File: src/rtl/piso_tx_pkg.sv
// Shared state encoding and defaults for the PISO transmitter and its link benches.
package piso_tx_pkg;

  typedef enum logic [1:0] {
    ST_IDLE  = 2'd0,
    ST_SHIFT = 2'd1,
    ST_GAP   = 2'd2
  } piso_state_e;

  localparam int PISO_SIZE_DEFAULT = 4;

  // $clog2 that never collapses to a zero-width counter.
  function automatic int width_min1(input int n);
    return (n <= 1) ? 1 : $clog2(n);
  endfunction

endpackage

File: src/rtl/piso_tx.sv
// Parallel-in serial-out transmitter: valid/ready word load, MSB-first serial
// output with an optional forced idle gap after each word.
module piso_tx
  import piso_tx_pkg::*;
#(
  parameter int SIZE       = PISO_SIZE_DEFAULT,
  parameter int GAP_CYCLES = 0
) (
  input  logic            clk,
  input  logic            reset,
  input  logic [SIZE-1:0] load_data,
  input  logic            load_valid,
  output logic            load_ready,
  output logic            sout,
  output logic            sout_valid,
  output logic            busy,
  output logic            done
);

  localparam int CNT_W   = width_min1(SIZE);
  localparam int GAP_W   = width_min1(GAP_CYCLES + 1);
  localparam bit HAS_GAP = (GAP_CYCLES > 0);
  localparam logic [CNT_W-1:0] CNT_LAST = CNT_W'(SIZE - 1);
  localparam logic [GAP_W-1:0] GAP_LOAD = GAP_W'(HAS_GAP ? GAP_CYCLES - 1 : 0);

  piso_state_e      state_q, state_d;
  logic [CNT_W-1:0] cnt_q, cnt_d;
  logic [GAP_W-1:0] gap_q, gap_d;
  logic [SIZE-1:0]  shreg_q, shreg_d;
  logic             sout_q, sout_d;
  logic             sout_valid_q;
  logic             done_q;
  logic             accept;
  logic             start;

  // Ready while reset is held stays low so a word offered during reset is never lost silently.
  assign load_ready = !reset &&
                      ((state_q == ST_IDLE) ||
                       ((state_q == ST_SHIFT) && (cnt_q == '0) && !HAS_GAP));
  assign accept     = load_valid && load_ready;
  assign busy       = (state_q != ST_IDLE);
  assign sout       = sout_q;
  assign sout_valid = sout_valid_q;
  assign done       = done_q;

  always_comb begin
    state_d = state_q;
    cnt_d   = cnt_q;
    gap_d   = gap_q;
    shreg_d = shreg_q;
    sout_d  = 1'b0;
    start   = 1'b0;
    case (state_q)
      ST_IDLE: begin
        if (accept) start = 1'b1;
      end
      ST_SHIFT: begin
        if (cnt_q != '0) begin
          cnt_d   = cnt_q - 1'b1;
          sout_d  = shreg_q[SIZE-1];
          shreg_d = {shreg_q[SIZE-2:0], 1'b0};
        end else if (HAS_GAP) begin
          state_d = ST_GAP;
          gap_d   = GAP_LOAD;
        end else if (accept) begin
          start = 1'b1;
        end else begin
          state_d = ST_IDLE;
        end
      end
      ST_GAP: begin
        if (gap_q == '0) state_d = ST_IDLE;
        else             gap_d   = gap_q - 1'b1;
      end
      default: state_d = ST_IDLE;
    endcase
    // The MSB goes straight to sout; the shift register keeps only the bits still to send.
    if (start) begin
      state_d = ST_SHIFT;
      cnt_d   = CNT_LAST;
      sout_d  = load_data[SIZE-1];
      shreg_d = {load_data[SIZE-2:0], 1'b0};
    end
  end

  always_ff @(posedge clk) begin
    if (reset) begin
      state_q      <= ST_IDLE;
      cnt_q        <= '0;
      gap_q        <= '0;
      shreg_q      <= '0;
      sout_q       <= 1'b0;
      sout_valid_q <= 1'b0;
      done_q       <= 1'b0;
    end else begin
      state_q      <= state_d;
      cnt_q        <= cnt_d;
      gap_q        <= gap_d;
      shreg_q      <= shreg_d;
      sout_q       <= sout_d;
      sout_valid_q <= (state_d == ST_SHIFT);
      done_q       <= (state_d == ST_SHIFT) && (cnt_d == '0);
    end
  end

endmodule

File: config.mk
export PLATFORM = sky130hd
export DESIGN_NAME = piso_tx
export DESIGN_NICKNAME = d
export VERILOG_FILES = /design/src/rtl/piso_tx_pkg.sv /design/src/rtl/piso_tx.sv
export SDC_FILE = /design/constraint.sdc
export NUM_CORES = 1
export LEC_CHECK = 0
export BUFFER_PORTS_ARGS = -buffer_cell sky130_fd_sc_hd__buf_2
export CAP_MARGIN = 20
export CORE_AREA = 2 2 39 41
export DETAILED_ROUTE_END_ITERATION = 10
export DIE_AREA = 0 0 41 43
export PLACE_DENSITY = 0.62
export SYNTH_ARGS = -nofsm -noshare
export SYNTH_HDL_FRONTEND = slang
export SYNTH_SLANG_ARGS = --single-unit
export TNS_END_PERCENT = 30
File: constraint.sdc
create_clock -name clk -period 1.1 [get_ports clk]
set_input_delay 0.055 -clock clk [delete_from_list [all_inputs] [get_ports clk]]
set_output_delay 0.055 -clock clk [all_outputs]
set_load 0.05 [all_outputs]
Yosys cells after proc, flatten, opt, wreduce, memory -nomap -nowiden
Index checks and enable logic that the tools add are counted.
{"block": "totals", "ff_bits": 11, "out_inout_bits": 5, "in_bits": 7}
{"block": "classes", "mux": 18, "eq_ne": 3, "add_sub_neg": 2, "n_reduce_logical": 14}
{"cell": "$mux W2", "n": 7}
{"cell": "$mux W4", "n": 3}
{"cell": "$reduce_bool A2 Y1", "n": 4}
{"cell": "$logic_not A2 Y1", "n": 3}
{"cell": "$mux W1", "n": 6}
{"cell": "$pmux W2 S3", "n": 1}
{"cell": "$eq A2 B1 Y1 const B", "n": 2}
{"cell": "$logic_and A1 B1 Y1", "n": 4}
{"cell": "$eq A2 B2 Y1 const B", "n": 1}
{"cell": "$pmux W1 S2", "n": 1}
{"cell": "$reduce_and A2 Y1", "n": 1}
{"cell": "$sub A2 B1 Y2 const B", "n": 1}
{"cell": "$logic_not A1 Y1", "n": 1}
{"cell": "$logic_or A1 B1 Y1", "n": 1}
{"cell": "$sub A1 B1 Y1 const B", "n": 1}

Longest topological paths before layout
{"block": "depth", "ltp_word": 11, "depth_mapped": 4, "mapped_depth_nobuf": 3}

Least setup slack after synthesis
Ideal clock, no wire load.
{"block": "synth_timing", "kind": "register -> output", "from": "register cnt_q[1]", "to": "output port load_ready", "path_stages_with_launch": 4, "required_time_ns": 1.045, "arrival_time_ns": 1.710, "path_slack_ns": -0.665, "cell_sequence": "dfxtp_1 buf_6 o21a_2 nor3_1"}
{"block": "synth_between", "elab_chain_len": 4}
{"element": "from (decl)", "line": "piso_tx.sv:27", "text": "logic [CNT_W-1:0] cnt_q, cnt_d;"}
{"element": "from (signal assigned)", "line": "piso_tx.sv:97", "text": "cnt_q <= cnt_d;"}
{"element": "$logic_not A2 Y1", "line": "piso_tx.sv:39", "text": "((state_q == ST_SHIFT) && (cnt_q == '0) && !HAS_GAP));"}
{"element": "$logic_and A1 B1 Y1", "line": "piso_tx.sv:39"}
{"element": "$logic_or A1 B1 Y1", "line": "piso_tx.sv:38", "text": "((state_q == ST_IDLE) ||"}
{"element": "$logic_and A1 B1 Y1", "line": "piso_tx.sv:37", "text": "assign load_ready = !reset &&"}
{"element": "to (decl)", "line": "piso_tx.sv:13", "text": "output logic load_ready,"}
Every way passes these cells.

Worst setup path after layout
Same ends and word-level chain as after synthesis.

==> results <==
- The area growth from synthesis to final layout is 53.97%.
- The chip width is just over 40 µm.
- The most used flip-flop cell after synthesis is sky130_fd_sc_hd__dfxtp_1.
- In the final routed layout, each cell accounts on average for about 12 µm.
- The number of vias in the routed layout is approximately 460.
- In this run the vertical extent of the chip is between 40 and 50 µm.
- Including well taps, the total number of placed cells is between 80 and 90.
- The post-route cell area is between 700 and 800 µm².
- The leakage power is about 0.3 nW.
- The routed design has around 1.1 mm of wire.
- The average size of a mapped cell is around 9.3 µm².
- The tree is rooted in a sky130_fd_sc_hd__clkbuf_4.
- The share of total power dissipated in combinational logic is 0.219.
- Measured on the finished design, the core utilization comes to 0.5262.
- The total standard cell area after synthesis is 473.0 µm².
- The site row count is 14.
- The critical path in this run is classified as register to output port.
- The largest area contributor in the netlist is sky130_fd_sc_hd__dfxtp_1.
- On the final layout, the worst hold slack is 0.01913 ns.
- Timing would allow up to 0.8272 GHz.
- The mean number of vias per cell is between 5 and 6.
- The TritonCTS clock tree is done.
- The count of fill cells added during filler insertion is roughly 130.
- Setup slack on the worst reg-to-reg path comes out at -0.04 ns.
- The internal power of the cells totals 0.0005923 W.
- The portion of the clock cycle consumed by the worst path in the final layout is 1.099.
- The launching element type of the critical path is a register.
- The area of the multi-input gates is between 200 and 300 µm².
- The number of placed I/O pins is 12.
- The share of flip-flops with an asynchronous set or reset after synthesis is 0.
- The DRC violation count after routing is 0.
- Entering global routing, the biggest net connects 10 pins.
- The layout cell share with drive strength beyond 1 is 0.6184.
- The number of instances in the synthesized netlist is 51.
- After legalization and detailed placement, the total HPWL measured 816.8 µm.
- At the end of routability-driven placement, the weighted congestion stood at a little under 0.8.
- By area the synthesized netlist is led by sky130_fd_sc_hd__dfxtp_1 (42%), sky130_fd_sc_hd__nor3_1 (5.3%), sky130_fd_sc_hd__nor2_1 (4.0%).
- Summed over all layers, the global routing overflow is 0.
- The placed cell area is around 630 µm².
- The region available for standard cell placement spans approximately 0.0014 mm².
- In this run the remaining antenna-violating nets after routing total 0.
- For the final routed database, the setup TNS stands at -0.2593 ns.
- The tree built by TritonCTS fans out to 10 sinks.
- The share of the Yosys chip area taken by registers is 0.4233.
- The setup skew after layout is 0.003194 ns.
- The global-route wire length before repair is around 1.8 mm.
- The endpoint required time on the critical path is 1.04 ns.
- The area share of the leading cell type in the synthesized netlist is 0.4233.
- The number of hold violations in the final report came to 0.
- The register clock-pin slew on the reported worst setup and hold paths is ~0.060 ns.
- After synthesis the netlist holds a flip-flop and latch count of 10.
- Yosys mapped a number of flops with a built-in enable equal to 0.
- The final layout contains 85 nets.
- The sequential cell area is ~210 µm².
- For this configuration, the core starts out at a cell density of 0.3418.
- The tightest min-delay check is of the primary input to register type.
- The checks that failed: setup timing.
- The clock tree buffer depth is 2.
- The later pin in the worst-skew pair is clocked with a latency of about 0.26 ns.
- The shortest period the worst path allows is 1.209 ns.
- The net count after synthesis is 58.
- The count of cell types in the netlist is 27.
- The run finished, with violations left.
- The switching component of the power is 0.0002255 W.
- The final-report max-slew violation count is 0.
- The power per standard cell area is around 1100 mW/mm².
- The final number of setup-violating endpoints is 6.
- The highest ir drop seen on vdd is 0.5103 mV.
- For this run, the number of standard cells in the final layout without fillers is ~90.
- Data arrives at the worst endpoint at around 1.2 ns.
- The final setup slack of the worst path is -0.1089 ns.
- The via count of the first global-routing pass came to between 400 and 500.
- The count of buffers added on input and output ports is 11.
- For this run, the number of Yosys warnings is 0.
- The tool flagged a number of max-cap violations equal to 0.
- Setup repair after global routing could not meet its margin everywhere.
- The power share of the sequential group is 0.484.
- The share of total power dissipated in the clock network is 0.296.
- The switching share of total power is 0.2757.
- The largest driver fanout on the critical path is 5.
- The first-iteration detailed-routing DRC count is 4.
- The number of antenna violations at the first check in global routing was 0.
- In the layout the commonest cells are sky130_fd_sc_hd__buf_4 (13), sky130_fd_sc_hd__buf_2 (9), sky130_fd_sc_hd__dfxtp_1 (6).
- The number of antenna diodes in the final layout is 0.
- STA classifies the critical path endpoint as an output port.
- The commonest non-fill, non-tap cell in the layout is sky130_fd_sc_hd__buf_4.
- CTS built an H-tree with a depth of 1.
- The overall global routing resource usage is 0.1518.
- TritonCTS created 3 clock buffers.
- The length of the first detailed-routing pass in iterations is 5.
- The overall die area is between 0.0015 and 0.002 mm².
==> sequential cells by signal, summed over array words and instances (netlist names) <==
register and count:
cnt_q 2, state_q 2, shreg_q 3, done 1, sout_valid 1, sout 1
==> power groups by stage <==
stage	clock (W)	combinational [W]	sequential, W
after floorplan	0	0.0000956	0.000405
after global placement	0	0.000154	0.000402
after CTS	0.000256	0.000175	0.000398
after global routing	0.000296	0.000194	0.000398
after detailed placement	0	0.000155	0.000403
final	0.000242	0.000179	0.000396
==> cell usage after synthesis, types with 2 or more instances <==
library cell,n
sky130_fd_sc_hd__a21oi_1,2
sky130_fd_sc_hd__a311oi_1,2
sky130_fd_sc_hd__nand4_1,2
sky130_fd_sc_hd__dfxtp_1,10
sky130_fd_sc_hd__or2_2,2
sky130_fd_sc_hd__nand3_1,3
sky130_fd_sc_hd__o21ai_0,2
sky130_fd_sc_hd__nor2_1,5
sky130_fd_sc_hd__nor3_1,5
==> worst max-delay path, stage by stage, from the launching register on <==
cell and delay, ns:
sky130_fd_sc_hd__dfxtp_2 0.35, sky130_fd_sc_hd__o21a_4 0.25, sky130_fd_sc_hd__nor3_4 0.12, sky130_fd_sc_hd__buf_6 0.18
==> metrics by stage <==
stage / power [W] / setup slack, ns
floorplan: 0.0005009 / -0.03671
global placement: 0.0005561 / -0.08840
CTS: 0.0008294 / -0.1066
global route: 0.0008879 / -0.1774
finish: 0.0008177 / -0.1089
detailed placement: 0.0005582 / -0.1200
==> kinds of logic after synthesis <==
kind of cell	count (synthesis)	synth area share
buf+inv	4	0.05819
other cells	1	0.007929
simple gates	21	0.2460
mux	1	0.02381
flops	10	0.4233
compound gates	14	0.2407
==> worst paths after layout <==
kind	endpoint	startpoint	cells past startpoint
setup / recovery	load_ready	cnt_q[1]	3
hold / removal	done	reset	2
setup reg to reg	shreg_q[1]	state_q[1]	3
hold reg to reg	sout	shreg_q[3]	2
==> routing by layer <==
| metal | part of all wire | vias to the layer above | GRT usage | routed length [µm] |
|---|---|---|---|---|
| met3 | 0.027 | 0 | 0.03141 | 30 |
| li1 | - | 241 | - | - |
| met4 | 0 | 0 | 0.08000 | 0 |
| met2 | 0.51 | 8 | 0.2250 | 581 |
| met5 | 0 | - | 0 | 0 |
| met1 | 0.46 | 213 | 0.1968 | 519 |
==> timing repair <==
item                       CTS  global route
pin swaps                    3             1
setup endpoints to repair    7             9
resized for setup           14             6
hold buffers                 0             0
setup buffers                2             0
==> final cells by class <==
type,count,share of cell area
sequential,10,0.2921
inverter,1,0.005155
multi-input combinational,37,0.3969
tap,16,0.02749
timing repair buffer,25,0.2474
clock buffer,3,0.03093
Power figures use the tool's default switching activity.
